## src/rtl/memory_access_stage.sv

```systemverilog
// ---------------------------------------------------------------------------
// memory_access_stage
//
// Memory stage of the 16-bit pipelined CPU. Takes the ExecuteMemory register
// outputs, performs loads/stores over a req/ack data-memory handshake, stalls
// upstream while an access is outstanding and presents registered results to
// the MemoryWriteback register.
//
// Ports:
//   clk, rst_n            pipeline clock, asynchronous active-low reset
//   in_valid              ExecuteMemory register holds a live instruction
//   wbs_in, ni_in         writeback select / flag forwarded to writeback
//   mm_in, wm_in          load / store request
//   alu_result_in         ALU result, low ADDR_W bits are the memory address
//   mem_data_in           store data
//   stall_out             hold ExecuteMemory and upstream registers
//   mem_req/we/addr/wdata data-memory request, held stable until mem_ack
//   mem_rdata, mem_ack    load data and request completion
//   valid_out             one-cycle pulse: writeback outputs are new
//   wbs_out, ni_out, alu_result_out, rd_data_out  registered writeback fields
//   err_timeout           sticky flag: an access was aborted by the timeout
// ---------------------------------------------------------------------------
module memory_access_stage #(
    parameter int DATA_W  = 16,
    parameter int ADDR_W  = 16,
    parameter int TIMEOUT = 255
) (
    input  logic              clk,
    input  logic              rst_n,
    input  logic              in_valid,
    input  logic              wbs_in,
    input  logic              mm_in,
    input  logic              wm_in,
    input  logic              ni_in,
    input  logic [DATA_W-1:0] alu_result_in,
    input  logic [DATA_W-1:0] mem_data_in,
    output logic              stall_out,
    output logic              mem_req,
    output logic              mem_we,
    output logic [ADDR_W-1:0] mem_addr,
    output logic [DATA_W-1:0] mem_wdata,
    input  logic [DATA_W-1:0] mem_rdata,
    input  logic              mem_ack,
    output logic              valid_out,
    output logic              wbs_out,
    output logic              ni_out,
    output logic [DATA_W-1:0] alu_result_out,
    output logic [DATA_W-1:0] rd_data_out,
    output logic              err_timeout
);

    localparam int CNT_W = $clog2(TIMEOUT + 1);
    // Abort fires on the edge at which the counter would reach TIMEOUT.
    localparam logic [CNT_W-1:0] CNT_LAST = CNT_W'(TIMEOUT - 1);

    typedef enum logic {
        IDLE   = 1'b0,
        ACCESS = 1'b1
    } state_t;

    state_t            state_q, state_d;
    logic [CNT_W-1:0]  cnt_q, cnt_d;
    logic              wbs_l_q, wbs_l_d;
    logic              ni_l_q, ni_l_d;
    logic              load_l_q, load_l_d;
    logic [DATA_W-1:0] alu_l_q, alu_l_d;
    logic              mem_req_q, mem_req_d;
    logic              mem_we_q, mem_we_d;
    logic [ADDR_W-1:0] mem_addr_q, mem_addr_d;
    logic [DATA_W-1:0] mem_wdata_q, mem_wdata_d;
    logic              valid_q, valid_d;
    logic              wbs_out_q, wbs_out_d;
    logic              ni_out_q, ni_out_d;
    logic [DATA_W-1:0] alu_out_q, alu_out_d;
    logic [DATA_W-1:0] rd_q, rd_d;
    logic              err_q, err_d;

    // Next-state, handshake and writeback-field computation.
    always_comb begin
        state_d     = state_q;
        cnt_d       = cnt_q;
        wbs_l_d     = wbs_l_q;
        ni_l_d      = ni_l_q;
        load_l_d    = load_l_q;
        alu_l_d     = alu_l_q;
        mem_req_d   = mem_req_q;
        mem_we_d    = mem_we_q;
        mem_addr_d  = mem_addr_q;
        mem_wdata_d = mem_wdata_q;
        valid_d     = 1'b0;
        wbs_out_d   = wbs_out_q;
        ni_out_d    = ni_out_q;
        alu_out_d   = alu_out_q;
        rd_d        = rd_q;
        err_d       = err_q;

        case (state_q)
            IDLE: begin
                if (in_valid) begin
                    wbs_l_d  = wbs_in;
                    ni_l_d   = ni_in;
                    alu_l_d  = alu_result_in;
                    // A combined load+store is executed as a store only.
                    load_l_d = mm_in & ~wm_in;
                    if (wm_in || mm_in) begin
                        state_d     = ACCESS;
                        cnt_d       = '0;
                        mem_req_d   = 1'b1;
                        mem_we_d    = wm_in;
                        mem_addr_d  = alu_result_in[ADDR_W-1:0];
                        mem_wdata_d = mem_data_in;
                    end else begin
                        valid_d   = 1'b1;
                        wbs_out_d = wbs_in;
                        ni_out_d  = ni_in;
                        alu_out_d = alu_result_in;
                        rd_d      = '0;
                    end
                end else begin
                    state_d = IDLE;
                end
            end
            ACCESS: begin
                // Ack is checked first so it wins over a simultaneous timeout.
                if (mem_ack) begin
                    state_d   = IDLE;
                    mem_req_d = 1'b0;
                    mem_we_d  = 1'b0;
                    valid_d   = 1'b1;
                    wbs_out_d = wbs_l_q;
                    ni_out_d  = ni_l_q;
                    alu_out_d = alu_l_q;
                    rd_d      = load_l_q ? mem_rdata : '0;
                end else if (cnt_q == CNT_LAST) begin
                    state_d   = IDLE;
                    mem_req_d = 1'b0;
                    mem_we_d  = 1'b0;
                    valid_d   = 1'b1;
                    wbs_out_d = wbs_l_q;
                    ni_out_d  = ni_l_q;
                    alu_out_d = alu_l_q;
                    rd_d      = '0;
                    err_d     = 1'b1;
                end else begin
                    cnt_d = cnt_q + CNT_W'(1);
                end
            end
            default: begin
                state_d   = IDLE;
                mem_req_d = 1'b0;
            end
        endcase
    end

    // State and output registers with asynchronous reset.
    always_ff @(posedge clk or negedge rst_n) begin
        if (!rst_n) begin
            state_q     <= IDLE;
            cnt_q       <= '0;
            wbs_l_q     <= 1'b0;
            ni_l_q      <= 1'b0;
            load_l_q    <= 1'b0;
            alu_l_q     <= '0;
            mem_req_q   <= 1'b0;
            mem_we_q    <= 1'b0;
            mem_addr_q  <= '0;
            mem_wdata_q <= '0;
            valid_q     <= 1'b0;
            wbs_out_q   <= 1'b0;
            ni_out_q    <= 1'b0;
            alu_out_q   <= '0;
            rd_q        <= '0;
            err_q       <= 1'b0;
        end else begin
            state_q     <= state_d;
            cnt_q       <= cnt_d;
            wbs_l_q     <= wbs_l_d;
            ni_l_q      <= ni_l_d;
            load_l_q    <= load_l_d;
            alu_l_q     <= alu_l_d;
            mem_req_q   <= mem_req_d;
            mem_we_q    <= mem_we_d;
            mem_addr_q  <= mem_addr_d;
            mem_wdata_q <= mem_wdata_d;
            valid_q     <= valid_d;
            wbs_out_q   <= wbs_out_d;
            ni_out_q    <= ni_out_d;
            alu_out_q   <= alu_out_d;
            rd_q        <= rd_d;
            err_q       <= err_d;
        end
    end

    assign stall_out      = (state_q == ACCESS);
    assign mem_req        = mem_req_q;
    assign mem_we         = mem_we_q;
    assign mem_addr       = mem_addr_q;
    assign mem_wdata      = mem_wdata_q;
    assign valid_out      = valid_q;
    assign wbs_out        = wbs_out_q;
    assign ni_out         = ni_out_q;
    assign alu_result_out = alu_out_q;
    assign rd_data_out    = rd_q;
    assign err_timeout    = err_q;

endmodule

```

## config.mk

```make
export PLATFORM = sky130hd
export DESIGN_NAME = memory_access_stage
export DESIGN_NICKNAME = d
export VERILOG_FILES = /design/src/rtl/memory_access_stage.sv
export SDC_FILE = /design/constraint.sdc
export NUM_CORES = 1
export LEC_CHECK = 0
export ABC_AREA = 0
export CORE_UTILIZATION = 32
export DETAILED_ROUTE_END_ITERATION = 6
export HOLD_SLACK_MARGIN = 0.12
export PLACE_DENSITY = 0.64
export SLEW_MARGIN = 20
export SYNTH_ARGS = -nofsm -noshare
export SYNTH_HDL_FRONTEND = slang
export SYNTH_SLANG_ARGS = --single-unit
```

## constraint.sdc

```tcl
create_clock -name clk -period 2.12 [get_ports clk]
set_input_delay 0.424 -clock clk [delete_from_list [all_inputs] [get_ports clk]]
set_output_delay 0.424 -clock clk [all_outputs]
set_load 0.03 [all_outputs]
```

==> flow_summary.json <==
{
  "peakVddDrop_mv": 0.532,
  "fmax_mhz": 533,
  "vias": 3059,
  "cp_top_family": "buffers and inverters",
  "die_w_um": 115,
  "grt_pass1_wl_mm": 16.6,
  "worstPathCellList": "clkdlybuf4s50_1",
  "pwr-share-seq_pct": 40.2,
  "synthAdderAreaFrac_pct": 0.616,
  "layout_common_cells": "clkdlybuf4s50_1, dfrtp_1, mux2_2",
  "layout.nets": 517,
  "cp.arrival_ps": 1450,
  "synth_simple_gate_area_share_pct": 8.10,
  "power_frac_clock_pct": 24.1,
  "slowest_delay_ps": 690,
  "rsz0062_at_grt": "no",
  "core_area_um2": 12200,
  "power.internal_mw": 4.22,
  "ys_seq_area_share_pct": 60.4,
  "yosys_warnings": 0,
  "slew_viol_final": 0,
  "cts_root_buf": "clkbuf_16",
  "reg2reg_slack_ps": 240,
  "wl_mm": 10.1,
  "relSlewSlack_pct": 48.0,
  "drive_gt1_share_pct": 20.5,
  "period_minus_slack_ps": 1880,
  "setup_viol": 0,
  "cp.depth": 1,
  "drc_errors": 0,
  "cts_tree": "built",
  "grt_pass1_vias": 3186,
  "tns_ps": 0,
  "syn_inst": 319,
  "vias_per_cell": 4.84,
  "r2r-start": "cnt_q[0]$_DFFE_PN0P_",
  "first_pass_iters": 6,
  "timing.critical_path.to": "alu_result_out[10]",
  "status": "finished clean",
  "cts_made_buffers": 9,
  "reg2reg_to": "rd_data_out[12]$_DFFE_PN0P_",
  "syn2layout_area_growth_pct": 45.9,
  "row_count": 40,
  "antenna_found_initial": 0,
  "ios": 127,
  "synth_top_family_by_area": "multiplexers",
  "gp_congestion": 0.791,
  "wl_per_cell_um": 16.0,
  "grt_start_max_net_pins": 39,
  "synth_area_um2": 4060,
  "track_usage_pct": 16.7,
  "synthMuxAreaShare_pct": 14.6,
  "synth_area_per_cell_um2": 12.7,
  "finClkSkew_ps": 6.67,
  "detail-route-antenna-nets": 0,
  "dp.cells": 615,
  "cts_buffer_depth": 2,
  "critPathKind": "register to output port",
  "synth_compound_area_share_pct": 13.3,
  "overflow": 0,
  "finalCritPeriodShare_pct": 88.4,
  "yosysUniqueCellTypes": 38,
  "power.density_nw_per_um2": 1100,
  "cp_num_buf_inv": 1,
  "hold_viol": 0,
  "required_ps": 1700,
  "synth_xor_xnor_area_share_pct": 0,
  "syn_nets": 377,
  "worstSkewPairLatency_ps": 350,
  "worst_pin_slew_ps": 781,
  "cp-end-kind": "output port",
  "cp_slowest_cell": "clkdlybuf4s50_1",
  "start_util_pct": 33.2,
  "synth_seq_cells": 98,
  "pwr-share-comb_pct": 35.7,
  "htreeDepth": 3,
  "setup_slack_ps": 245,
  "path_max_fanout": 3,
  "max_cap_violations": 0,
  "hold_path.class": "register to register",
  "fp.dieH_um": 115,
  "place_hpwl_mm": 7.08,
  "drt-initial-drc-count": 132,
  "die-area_um2": 13100,
  "clk_pin_slew_ps": 70,
  "cellLeakagePower_nw": 2.52,
  "place_ws_ps": -79.4,
  "critPathLaunchType": "register",
  "layout_commonest_cell": "clkdlybuf4s50_1",
  "antenna_cells": 0,
  "instances_no_fill": 632,
  "critPathLaunch": "alu_result_out[10]$_DFFE_PN0P_",
  "r2r_cells": 6,
  "switching_share_pct": 35.3,
  "cts.sinks": 98,
  "postCtsSetupBuffers": 0,
  "p_sw_mw": 2.30,
  "port_buffers": 126,
  "hold_depth": 1
}
## power by group through the flow
stage	logic, mW	registers, mW	clock network (mW)
after floorplan	0.648	3.27	0
after global placement	2.30	2.63	0
after detailed placement	2.35	2.65	0
after CTS	2.35	2.62	1.63
after global routing	2.49	2.68	1.72
final	2.33	2.62	1.57
## timing repair
action	4_1_cts	5_1_grt
resized for setup	0	1
hold buffers	1	0
endpoints found under the hold margin	29	0
endpoints found under the setup margin	0	18
## synthesized netlist by cell type (all sizes together)
cell	count	area share, %
and3	3	0.46
nor2	9	0.89
nand3	5	0.62
a21oi	20	2.6
o21bai	1	0.28
or2b	1	0.18
nor4b	1	0.22
buf	16	2.2
mux2i	3	0.74
nand3b	1	0.18
a22o	16	3.5
a21o	1	0.18
a221o	18	4.4
nor4	1	0.15
a22oi	1	0.18
dfrtp	98	60
ha	2	0.62
o21ai	5	0.62
and2	1	0.15
a31oi	2	0.31
o21a	1	0.18
nand2b	1	0.15
a41oi	1	0.22
mux2	50	14
nand2	44	4.1
nand4	2	0.46
o2bb2ai	2	0.43
or4b	1	0.25
nor2b	2	0.31
clkbuf	2	0.18
inv	6	0.55
a211o	1	0.22
o221ai	1	0.22
## through the flow
step           total power [mW]  hold WS, ps  utilization (%)  instance area [um2]
2_1_floorplan              3.92          128                -                 4060
3_3_place_gp               4.94          393             46.1                 5630
3_5_place_dp               5.00          391             46.1                 5630
4_1_cts                    6.61          466             48.5                 5920
5_1_grt                    6.89          493             48.5                 5920
6_report                   6.53          461             48.5                 5920
## registers in the layout, summed over array words and instances (netlist names)
register	cells
ni_l_q	1
load_l_q	1
alu_result_out	16
wbs_l_q	1
ni_out	1
mem_addr	16
err_timeout	1
stall_out	1
mem_wdata	16
mem_req	1
wbs_out	1
mem_we	1
valid_out	1
rd_data_out	16
alu_l_q	16
cnt_q	8
## worst min-delay path by stage
stage / slack (ps) / to / from
floorplan: 130 / alu_l_q[0]$_DFFE_PN0P_ / rst_n
finish: 460 / err_timeout$_DFFE_PN0P_ / err_timeout$_DFFE_PN0P_
CTS: 470 / err_timeout$_DFFE_PN0P_ / err_timeout$_DFFE_PN0P_
global route: 490 / err_timeout$_DFFE_PN0P_ / err_timeout$_DFFE_PN0P_
detailed placement: 390 / mem_addr[3]$_DFFE_PN0P_ / rst_n
global placement: 390 / mem_addr[3]$_DFFE_PN0P_ / rst_n
## cells by family after synthesis
logic type,Yosys count
adder cells (fa/ha/maj),2
AND/OR/NAND/NOR,72
buffers and inverters,24
flip-flops,98
AO/OA/AOI/OAI,70
multiplexers,53
## area by class of cell
cell class	count	area, um2
clock inverter	7	56.3
sequential	98	2450
tap	168	210
multi-input combinational	197	1500
inverter	6	22.5
timing repair buffer	147	1450
clock buffer	9	225
fill	1116	6290
## metal layers
layer	track usage (%)	wire length [um]
met4	6.23	136
met2	27.9	5080
met1	20.8	4380
met5	0	0
met3	4.45	493
(Power assumes the default switching activity.)
